`src/rtl/hamming_serial_rx.sv`:
```
// Serial Hamming(12,8) frame receiver: start bit, 12 codeword bits (position 1 first), stop bit.
// Define HAMMING_SERIAL_RX_STATS_EN to add saturating corr_count / drop_count outputs.
module hamming_serial_rx #(
    parameter int unsigned BIT_CYCLES = 4
) (
    input  logic        clk,
    input  logic        rst,
    input  logic        rx,
    output logic [7:0]  data_out,
    output logic        out_valid,
    input  logic        out_ready,
    output logic        err_corrected,
    output logic        err_uncorr,
    output logic        err_frame,
    output logic        overrun
`ifdef HAMMING_SERIAL_RX_STATS_EN
    ,
    output logic [15:0] corr_count,
    output logic [15:0] drop_count
`endif
);

    localparam int unsigned CW = (BIT_CYCLES > 2) ? $clog2(BIT_CYCLES) : 2;
    localparam logic [CW-1:0] HALF_LAST = CW'(BIT_CYCLES / 2 - 1);
    localparam logic [CW-1:0] BIT_LAST  = CW'(BIT_CYCLES - 1);

    typedef enum logic [1:0] {IDLE, START, DATA, STOP} state_t;

    state_t         state;
    logic           rx_meta, rx_s, rx_prev;
    logic [CW-1:0]  cyc_cnt;
    logic [3:0]     bit_cnt;
    logic [11:0]    shreg;

    logic [3:0]     syn;
    logic [11:0]    fixed;
    logic [7:0]     dec_byte;
    logic           syn_bad;

    always_comb begin
        syn   = '0;
        fixed = shreg;
        for (int unsigned i = 0; i < 12; i++) begin
            if (shreg[i]) syn = syn ^ 4'(i + 1);
        end
        // A syndrome of 13..15 matches no position, so nothing is flipped.
        for (int unsigned i = 0; i < 12; i++) begin
            if (syn == 4'(i + 1)) fixed[i] = ~shreg[i];
        end
        syn_bad  = (syn >= 4'd13);
        dec_byte = {fixed[11], fixed[10], fixed[9], fixed[8],
                    fixed[6], fixed[5], fixed[4], fixed[2]};
    end

    always_ff @(posedge clk or negedge rst) begin
        if (!rst) begin
            rx_meta       <= 1'b1;
            rx_s          <= 1'b1;
            rx_prev       <= 1'b1;
            state         <= IDLE;
            cyc_cnt       <= '0;
            bit_cnt       <= '0;
            shreg         <= '0;
            data_out      <= '0;
            out_valid     <= 1'b0;
            err_corrected <= 1'b0;
            err_uncorr    <= 1'b0;
            err_frame     <= 1'b0;
            overrun       <= 1'b0;
        end else begin
            rx_meta       <= rx;
            rx_s          <= rx_meta;
            rx_prev       <= rx_s;
            err_corrected <= 1'b0;
            err_uncorr    <= 1'b0;
            err_frame     <= 1'b0;
            overrun       <= 1'b0;

            if (out_valid && out_ready) out_valid <= 1'b0;

            unique case (state)
                IDLE: begin
                    cyc_cnt <= '0;
                    bit_cnt <= '0;
                    if (!rx_s && rx_prev) state <= START;
                end
                START: begin
                    if (cyc_cnt == HALF_LAST) begin
                        cyc_cnt <= '0;
                        state   <= rx_s ? IDLE : DATA;
                    end else begin
                        cyc_cnt <= cyc_cnt + 1'b1;
                    end
                end
                DATA: begin
                    if (cyc_cnt == BIT_LAST) begin
                        cyc_cnt         <= '0;
                        shreg[bit_cnt]  <= rx_s;
                        bit_cnt         <= bit_cnt + 1'b1;
                        if (bit_cnt == 4'd11) state <= STOP;
                    end else begin
                        cyc_cnt <= cyc_cnt + 1'b1;
                    end
                end
                STOP: begin
                    if (cyc_cnt == BIT_LAST) begin
                        cyc_cnt <= '0;
                        state   <= IDLE;
                        if (!rx_s) begin
                            err_frame <= 1'b1;
                        end else if (syn_bad) begin
                            err_uncorr <= 1'b1;
                        end else if (!out_valid || out_ready) begin
                            // Load wins over a same-edge handshake, keeping out_valid high.
                            data_out      <= dec_byte;
                            out_valid     <= 1'b1;
                            err_corrected <= (syn != 4'd0);
                        end else begin
                            overrun <= 1'b1;
                        end
                    end else begin
                        cyc_cnt <= cyc_cnt + 1'b1;
                    end
                end
                default: state <= IDLE;
            endcase
        end
    end

`ifdef HAMMING_SERIAL_RX_STATS_EN
    logic [1:0]  drop_inc;
    logic [16:0] drop_sum;

    always_comb begin
        drop_inc = 2'({1'b0, err_uncorr}) + 2'({1'b0, err_frame}) + 2'({1'b0, overrun});
        drop_sum = {1'b0, drop_count} + 17'(drop_inc);
    end

    always_ff @(posedge clk or negedge rst) begin
        if (!rst) begin
            corr_count <= '0;
            drop_count <= '0;
        end else begin
            if (err_corrected && (corr_count != '1)) corr_count <= corr_count + 1'b1;
            drop_count <= drop_sum[16] ? '1 : drop_sum[15:0];
        end
    end
`endif

endmodule

```
`config.mk`:
```
export PLATFORM = sky130hd
export DESIGN_NAME = hamming_serial_rx
export DESIGN_NICKNAME = d
export VERILOG_FILES = /design/src/rtl/hamming_serial_rx.sv
export SDC_FILE = /design/constraint.sdc
export NUM_CORES = 1
export LEC_CHECK = 0
export ABC_AREA = 1
export BUFFER_PORTS_ARGS = -buffer_cell sky130_fd_sc_hd__buf_2
export CORE_ASPECT_RATIO = 1.25
export CORE_MARGIN = 2
export CORE_UTILIZATION = 60
export CTS_CLUSTER_SIZE = 8
export DETAILED_ROUTE_END_ITERATION = 12
export GPL_TIMING_DRIVEN = 0
export MAX_ROUTING_LAYER = met4
export PLACE_DENSITY_LB_ADDON = 0.15
export SYNTH_ARGS = -nofsm -noshare
export SYNTH_HDL_FRONTEND = slang
export SYNTH_SLANG_ARGS = --single-unit
```
`constraint.sdc`:
```
create_clock -name clk -period 3.02 [get_ports clk]
set_clock_uncertainty 0.05 [all_clocks]
set_input_delay 0.453 -clock clk [delete_from_list [all_inputs] [get_ports clk]]
set_output_delay 0.453 -clock clk [all_outputs]
set_load 0.02 [all_outputs]
```
==> results of run 1 <==
-- cell families (layout without fill, tap and decap cells) --
group,count (synthesis),after routing,share of synthesized area (%)
AND/OR/NAND/NOR,192,192,39.64
flip-flops,36,36,42.21
XOR/XNOR,5,5,2.044
buffers and inverters,33,57,6.187
AO/OA/AOI/OAI,23,23,5.838
adder cells (fa/ha/maj),7,7,4.086
-- sequential cells by signal (all words and copies together) (netlist names), named ones only --
| register | flops |
|---|---|
| err_uncorr | 1 |
| rx_prev | 1 |
| out_valid | 1 |
| err_frame | 1 |
| data_out | 8 |
| state | 1 |
| bit_cnt | 4 |
| shreg | 12 |
| rx_meta | 1 |
| rx_s | 1 |
| err_corrected | 1 |
| overrun | 1 |
| cyc_cnt | 2 |
-- path summary, 6_finish.rpt --
| path | slack [ps] | cells after the start | startpoint | to |
|---|---|---|---|---|
| worst max-delay path | 1070 | 6 | rx_s | data_out[0] |
| worst min-delay path | 180 | 1 | rst | data_out[0] |
| worst max register to register | 1070 | 6 | rx_s | data_out[0] |
| worst min register to register | 310 | 0 | rx_meta | rx_s |
| max in group asynchronous | 2250 | 1 | rst | shreg[3] |
| min in group clk | 200 | 1 | rx | rx_meta |
-- placed cells by master, fill, tap and decap left out, types with 2 or more instances in the layout --
| cell type | n |
|---|---|
| dfrtp_1 | 33 |
| xnor2_1 | 3 |
| nor3_1 | 11 |
| o21ai_0 | 17 |
| nor2_1 | 14 |
| o22ai_1 | 2 |
| nand2_2 | 6 |
| xor2_1 | 2 |
| nand3_2 | 2 |
| clkbuf_8 | 6 |
| nand3_1 | 31 |
| inv_2 | 4 |
| dfstp_2 | 3 |
| nor2_2 | 3 |
| nand2_4 | 3 |
| buf_2 | 17 |
| ha_1 | 7 |
| inv_1 | 26 |
| nand2_1 | 120 |
-- critical path: cells and delay by family (launching register included) --
| family | cells | cell delay (ps) |
|---|---|---|
| flip-flops | 1 | 530 |
| buffers and inverters | 2 | 360 |
| AND/OR/NAND/NOR | 4 | 890 |
-- final cells by class --
class | count | area [sq um]
inverters | 30 | 112.6
clock buffers | 6 | 82.58
fillers | 304 | 1085
plain buffers | 3 | 20.02
repair buffers | 16 | 80.08
multi-input cells | 227 | 1106
flip-flops and latches | 36 | 904.6
clock inverters | 2 | 13.76
well taps | 39 | 48.80
-- layer usage --
metal  vias up  global-route usage, %  share of wire, %
li1        985                      -                 -
met1       829                  26.51                42
met2        37                  43.56                52
met3        13                  5.667               3.5
met4         0                  10.85               2.9
met5         -                      -                 0
-- power by group through the flow --
stage | Clock [mW] | Combinational, mW | Sequential, mW
6_report | 0.373 | 0.222 | 0.556
5_1_grt | 0.397 | 0.259 | 0.563
4_1_cts | 0.377 | 0.225 | 0.556
3_5_place_dp | 0 | 0.222 | 0.565
3_3_place_gp | 0 | 0.205 | 0.563
2_1_floorplan | 0 | 0.165 | 0.556
-- through the flow --
stage	instance area (sq um)	setup slack, ps	hold WS [ps]	power, mW
detailed placement	2272	1067	305.1	0.7878
global placement	2272	1073	301.1	0.7680
floorplan	2143	1336	107.4	0.7210
finish	2369	1067	180.1	1.151
CTS	2369	1041	192.3	1.158
global route	2369	851.3	190.1	1.218
==> metrics.md, run 1 <==
| Metric | Value |
|---|---|
| Largest net degree at the start of global routing | 37 |
| Syn_area_per_cell | slightly above 7 sq um |
| Minimum clock period | 1953 ps |
| Max stage delay on crit path | 530 ps |
| CTS clk-pin slew, worst paths | about 80 ps |
| Port bufs | 16 |
| Global-route wire length before repair | 7514 um |
| Critical path's slowest cell | dfstp_2 |
| # IOs | 17 |
| Antenna-violating nets left | 0 |
| Final wirelength | between 4000 and 5000 um |
| Setup TNS | 0 ps |
| Synth area leaders | dfrtp_1 39%, nand2_1 21%, nand3_1 7.2% |
| Nets | 330 |
| Sw power | 0.3732 mW |
| Tightest Pin Transition | 781.4 ps |
| Library cells used by synthesis | 26 |
| CTS root buf | clkbuf_8 |
| Number of diodes | 0 |
| H-Tree Depth | 2 |
| Count leader, synth | nand2_1 |
| Worst path most repeated cell | nand2_1 |
| Later-pin clock latency in the skew report | 290 ps |
| Overflow after GRT | 0 |
| CTS Sinks | 36 |
| Critical path type | register to register |
| DRC viols | 0 |
| Fin crit share | between 60% and 70% |
| Worst-path maximum fanout | 10 |
| Yosys top cell by area | dfrtp_1 |
| Post-synth EDFFs | 0 |
| Cell Rows | 24 |
| Crit path capture type | register |
| Cell Area, Synth | 0.002143 sq mm |
| Top cells by count, synth | 120 x nand2_1, 33 x dfrtp_1, 31 x nand3_1 |
| Ys flop type | dfrtp_1 |
| Clock power share | 32.4% |
| Power per Cell Area | ~490 mW/mm^2 |
| Final hold vios | 0 |
| Register area share after synthesis | 42.21% |
| WP data required | 3170 ps |
| Cells along the critical path | buf_2 > inv_1 > nor3_1 > nand3_2 > nand2_1 > nand2_1 |
| Hold Crit Class | input port to async pin |
| Maximum root-to-sink buffer count | 2 |
| Slew Viols, Final | 0 |
| Layout cells sized above 1 | 15.00% |
| Int Power | between 0.7 and 0.8 mW |
| Post-synth top area share | 38.53% |
| Switching share of power | 32.42% |
| Die ar. | 0.004069 sq mm |
| Comb power frac | 19.2% |
| Ys async rst share | 100.0% |
| Slew headroom | 47.91% |
| Max cap viols | 0 |
| Synth warnings | 0 |
| Num CTS Buffers | 5 |
| DRT Pass-1 Iters | 4 |
| CTS tree | done |
| Final Core Density | about two thirds |
| DP Wirelength | 3288 um |
| Gr usage total | 24.96% |
| Wire length per cell | 11.97 um |
| Peak VDD IR | 447.6 uV |
| Net Count, Synth | 307 |
| Post-CTS Setup Bufs | 0 |
| Area growth syn-to-layout | 10.51% |
| Sequential Power Share | 48.3% |
| # setup viols final | 0 |
| Total leakage power | 1.215 nW |
| Vias per std cell | ~5.2 |
| Post-Place Cells | between 300 and 400 |
| Initial antenna violation count | 0 |
| Core area | approximately 0.0035 sq mm |
| Max Freq | 0.5122 GHz |
| Setup crit start kind | register |
| Via count of the routed design | 1864 |
| RSZ-0062 raised after global routing | false |
| Flops & latches, synth | 36 |
| Placer Congestion | 0.8569 |
| Hold Buf Count CTS | 0 |
| # resized after CTS | 0 |
| Status | finished, final reports clean |
| WP data arrival | 2100 ps |
| Drt initial violations | 99 |
| Non-filler cells, final | 359 |
| Initial Utilization | 62.07% |
| Die width | 57.46 um |
| Die height | approximately 71 um |
| Vias in the first global route | 1751 |
| Post-synthesis instance total | 296 |
(Power assumes the default switching activity.)
==> inputs of run 2 (changes only) <==
Settings changed: CORE_UTILIZATION 60 to 54.
Clock period 3.02 ns to 1.64 ns, I/O delays scaled along.
==> metrics.md, run 2 (synthesis results as in run 1) <==
| Metric | Value |
|---|---|
| Status | complete, but fails checks |
| Failing checks | hold timing, setup timing |
| Total leakage power | 1.383 nW |
| Biggest register | shreg |
| Max Freq | 0.5847 GHz |
| Crit path capture type | register |
| Slew headroom | roughly 48% |
| Die width | 60.35 um |
| Port bufs | 16 |
| Overflow after GRT | 0 |
| Non-filler cells, final | roughly 400 |
| Setup crit start kind | register |
| Most common cell after layout, fill and taps aside | nand2_1 |
| Tightest Pin Transition | 773.5 ps |
| Initial Utilization | 56.63% |
| Setup TNS | -434.1 ps |
| Placer Congestion | 0.8485 |
| Final Core Density | 74.02% |
| WP data arrival | 1900 ps |
| Fin crit share | 104.3% |
| R2r startpoint | shreg[6] |
| WHS | -19.24 ps |
| Critical path type | register to register |
| Num CTS Buffers | 5 |
| Vias per std cell | 5.240 |
| Worst-path maximum fanout | 8 |
| Fillers | slightly below 300 |
| Gr usage total | 24.78% |
| R2R depth | 11 |
| CTS root buf | clkbuf_8 |
| Biggest regs | shreg (12), data_out (8), bit_cnt (4) |
| Core area | 0.003785 sq mm |
| Number of diodes | 0 |
| Layout cells sized above 1 | 36.55% |
| Global-route wire length before repair | 7941 um |
| Cell Rows | 25 |
| Most frequent cells in the layout | 90 x nand2_1, 27 x nand2_2, 26 x dfrtp_1, 25 x nand3_1, 22 x buf_4 |
| CTS clk-pin slew, worst paths | 70 ps |
| Final hold vios | 33 |
| Power per Cell Area | 756.2 mW/mm^2 |
| Via count of the routed design | 2075 |
| DP Wirelength | 3172 um |
| Max cap viols | 0 |
| Nets | 352 |
| CTS Sinks | 36 |
| Final wirelength | 5176 um |
| Largest net degree at the start of global routing | 37 |
| Antenna-violating nets left | 0 |
| Placed Instance Area | 0.002296 sq mm |
| Vias in the first global route | 1815 |
| # setup viols final | 8 |
| Die ar. | 0.004492 sq mm |
| Drt initial violations | 180 |
| WP data required | 1830 ps |
| Post-route cell area | 0.002801 sq mm |
| DRT Pass-1 Iters | 4 |
| Die height | roughly 74 um |
| Later-pin clock latency in the skew report | a little under 300 ps |
| Max reg flops | 12 |
| Hold Crit Class | input port to async pin |
| Peak VDD IR | 798.6 uV |
| Wire length per cell | 13.07 um |
| DRC viols | 0 |
| R2r setup slk | -70 ps |
| RSZ-0062 raised after global routing | true |
| H-Tree Depth | 2 |
| Initial antenna violation count | 0 |
| Final worst slack | -70.34 ps |
| Slew Viols, Final | 0 |
| Minimum clock period | approximately 1700 ps |
| Maximum root-to-sink buffer count | 2 |
| Post-Place Cells | 366 |
| Area growth syn-to-layout | 30.71% |
| Reg2reg end | data_out[4] |
| # IOs | 17 |
| CTS tree | done |
## run 2: cell count changes in the layout (fill, tap and decap cells not counted), moves of 2 or more
cell	delta
inv_4	+3
nand2_2	+21
nand3_1	-6
nor2_1	-4
nand2_4	+9
nor3_1	-2
buf_4	+22
nand3_4	+2
inv_1	-5
nor2_4	+4
dfrtp_1	-7
dfrtp_2	+7
nand3_2	+4
nand2_1	-30
## run 2: worst max-delay path by stage
stage                     startpoint     endpoint  slack, ps  cells past startpoint
after floorplan                 rx_s  data_out[0]        100                      6
after global placement          rx_s  data_out[6]       -130                      6
after detailed placement        rx_s  data_out[2]       -160                      6
after CTS                   shreg[4]  data_out[1]          4                     12
after global routing       shreg[10]  data_out[4]       -170                     13
final                       shreg[6]  data_out[4]        -70                     11
## run 2: cell type report
cell class	count	area (sq um)	area share, %
Sequential cell	36	913.4	32.60
Buffer	2	16.27	0.5806
Clock buffer	6	82.58	2.948
Clock inverter	2	10.01	0.3573
Timing Repair Buffer	39	255.2	9.111
Inverter	30	131.4	4.690
Multi-Input combinational cell	227	1325	47.30
Tap cell	54	67.56	2.412
## run 2: per-stage QoR
| step | total power, mW | worst slack (ps) |
|---|---|---|
| CTS | 2.115 | 4.402 |
| global placement | 1.424 | -128.1 |
| detailed placement | 1.432 | -163.8 |
| global route | 2.277 | -170.7 |
| finish | 2.119 | -70.34 |
| floorplan | 1.330 | 95.52 |
## run 2: per-layer routing
| layer | up-vias | share of wire, % | global-route usage [%] |
|---|---|---|---|
| met5 | - | 0 | - |
| met4 | 0 | 2.9 | 11.36 |
| met3 | 14 | 3.7 | 5.565 |
| met2 | 50 | 54 | 40.58 |
| met1 | 977 | 40 | 28.59 |
| li1 | 1034 | - | - |
## run 2: critical path, cell delays in order, from the launching register on
cell and delay, ps:
dfrtp_2 490, inv_4 120, nand3_2 130, nand2_2 130, nand2_2 80, nand2_4 110
nand2_4 80, nand2_4 90, nand2_4 70, nor2_8 160, nand2_1 80, nand2_1 60
## run 2: power by group
part	switching [mW]	internal, mW
registers	0.0678	0.957
logic	0.293	0.159
clock network	0.307	0.335
total	0.668	1.45
## run 2: timing repair
| action | 4_1_cts | 5_1_grt |
|---|---|---|
| pin swaps | 10 | 28 |
| gates resized for setup | 29 | 49 |
| hold endpoints to repair | 1 | 0 |
| hold buffers | 1 | 0 |
| setup endpoints to repair | 9 | 20 |
| setup buffers | 13 | 9 |
==> inputs of run 3 (changes only) <==
Settings changed: CORE_UTILIZATION 54 to 30.
==> metrics.md, run 3 (synthesis results as in run 1) <==
| Metric | Value |
|---|---|
| Slew Viols, Final | 0 |
| Max cap viols | 0 |
| Slew headroom | 43.56% |
| Final wirelength | about 5300 um |
| # IOs | 17 |
| Wire length per cell | roughly 12 um |
| Hold Crit Class | input port to async pin |
| Minimum clock period | 1676 ps |
| Worst setup endpoint | data_out[7] |
| Die width | 79.60 um |
| Worst-path maximum fanout | 8 |
| Layout cells sized above 1 | approximately 36% |
| Gr usage total | roughly 14% |
| Critical path type | register to register |
| Peak VDD IR | 457.8 uV |
| Num CTS Buffers | 5 |
| Initial Utilization | a little under a third |
| Reg2reg end | data_out[7] |
| CTS tree | done |
| CTS root buf | clkbuf_8 |
| Die height | 98.50 um |
| Max Freq | about 0.6 GHz |
| Antenna-violating nets left | 0 |
| CTS clk-pin slew, worst paths | 80 ps |
| Drt initial violations | ~110 |
| H-Tree Depth | 2 |
| DP Wirelength | 3564 um |
| DRC viols | 0 |
| Overflow after GRT | 0 |
| Biggest register | shreg |
| Tightest Pin Transition | roughly 850 ps |
| WP data required | 1830 ps |
| Status | complete, but fails checks |
| Global-route wire length before repair | ~8500 um |
| Core area | roughly 0.007 sq mm |
| Most frequent cells in the layout | 94 x nand2_1, 26 x dfrtp_1, 25 x nand3_1, 25 x nand2_2 |
| Port bufs | 16 |
| Final hold vios | 0 |
| Initial antenna violation count | 0 |
| Maximum root-to-sink buffer count | 2 |
| R2r startpoint | shreg[10] |
| RSZ-0062 raised after global routing | true |
| Die ar. | 0.007841 sq mm |
| Cell Rows | 34 |
| # setup viols final | 8 |
| Final Core Density | 41.99% |
| Nets | 353 |
| Via count of the routed design | 1978 |
| Biggest regs | shreg (12), data_out (8), bit_cnt (4) |
| Non-filler cells, final | 433 |
| Most common cell after layout, fill and taps aside | nand2_1 |
| Failing checks | setup timing |
| Final worst slack | -35.92 ps |
| Vias per std cell | roughly 4.6 |
| CP startpoint | shreg[10] |
| Largest net degree at the start of global routing | 37 |
| R2R depth | 13 |
| CTS Sinks | 36 |
| Fin crit share | 102.2% |
| Setup crit start kind | register |
| Number of diodes | 0 |
| Power per Cell Area | between 800 and 900 mW/mm^2 |
| Area growth syn-to-layout | 35.84% |
| Max reg flops | 12 |
| WP data arrival | 1860 ps |
| Setup TNS | -213.4 ps |
| R2r setup slk | -40 ps |
| Power, Total | 2.354 mW |
| Later-pin clock latency in the skew report | 290 ps |
| Placer Congestion | 0.8170 |
| DRT Pass-1 Iters | 4 |
| Vias in the first global route | about 1800 |
| Post-Place Cells | 402 |
| Crit path capture type | register |
| Pre-CTS WS | -193.4 ps |
| Total leakage power | 1.384 nW |
run 3: power by group:
part	total (mW)	internal, mW	switching [mW]	leakage [nW]
clock network	0.872	0.537	0.335	0.0645
logic	0.459	0.153	0.306	0.844
registers	1.02	0.955	0.0690	0.475
run 3: worst min-delay path by stage:
stage	end	depth (start not counted)	startpoint	slack, ps
5_1_grt	shreg[2]	1	rst	90
2_1_floorplan	async pin	0	rst	-100
3_3_place_gp	rx_s	0	rx_meta	300
3_5_place_dp	rx_s	0	rx_meta	300
6_report	shreg[2]	1	rst	4
4_1_cts	data_out[5]	1	rst	40
run 3: layout make-up:
cell class                 count  area (sq um)
buffer                         2         16.27
multi-input combinational    228          1355
clock buffer                   7         96.34
fill                         688          4023
tap                           90         112.6
sequential                    36         913.4
inverter                      30         128.9
timing repair buffer          39         259.0
clock inverter                 1         30.03
run 3: repair_timing:
action | in CTS | in global routing
gates resized for setup | 38 | 40
pin swaps | 8 | 24
buffers inserted | 11 | 11
endpoints found under the hold margin | 1 | 0
endpoints found under the setup margin | 9 | 18
cloned | 0 | 1
hold buffers | 1 | 0
run 3: metal layers:
metal | vias up | routed length (um) | track usage [%]
met1 | 908 | 2268 | 16.73
li1 | 1032 | - | -
met3 | 10 | 156 | 2.473
met5 | - | 0 | -
met2 | 28 | 2741 | 24.05
met4 | 0 | 93 | 5.438
run 3: stage by stage:
stage / hold WS [ps] / cell area (sq um)
2_1_floorplan: -99.59 / 2148
3_3_place_gp: 297.4 / 2341
3_5_place_dp: 298.5 / 2341
4_1_cts: 38.35 / 2661
5_1_grt: 86.86 / 2912
6_report: 3.700 / 2912
run 3: worst max-delay path: stages (launching register included):
cell,delay [ps]
dfrtp_1,430
inv_2,130
nand2_2,80
nand2_2,70
nand2_2,80
nand2_2,70
nand2_2,70
nand2_4,110
nand2_4,100
nand2_8,100
nand2_8,60
nor2_8,130
nand2_1,70
nand2_1,60
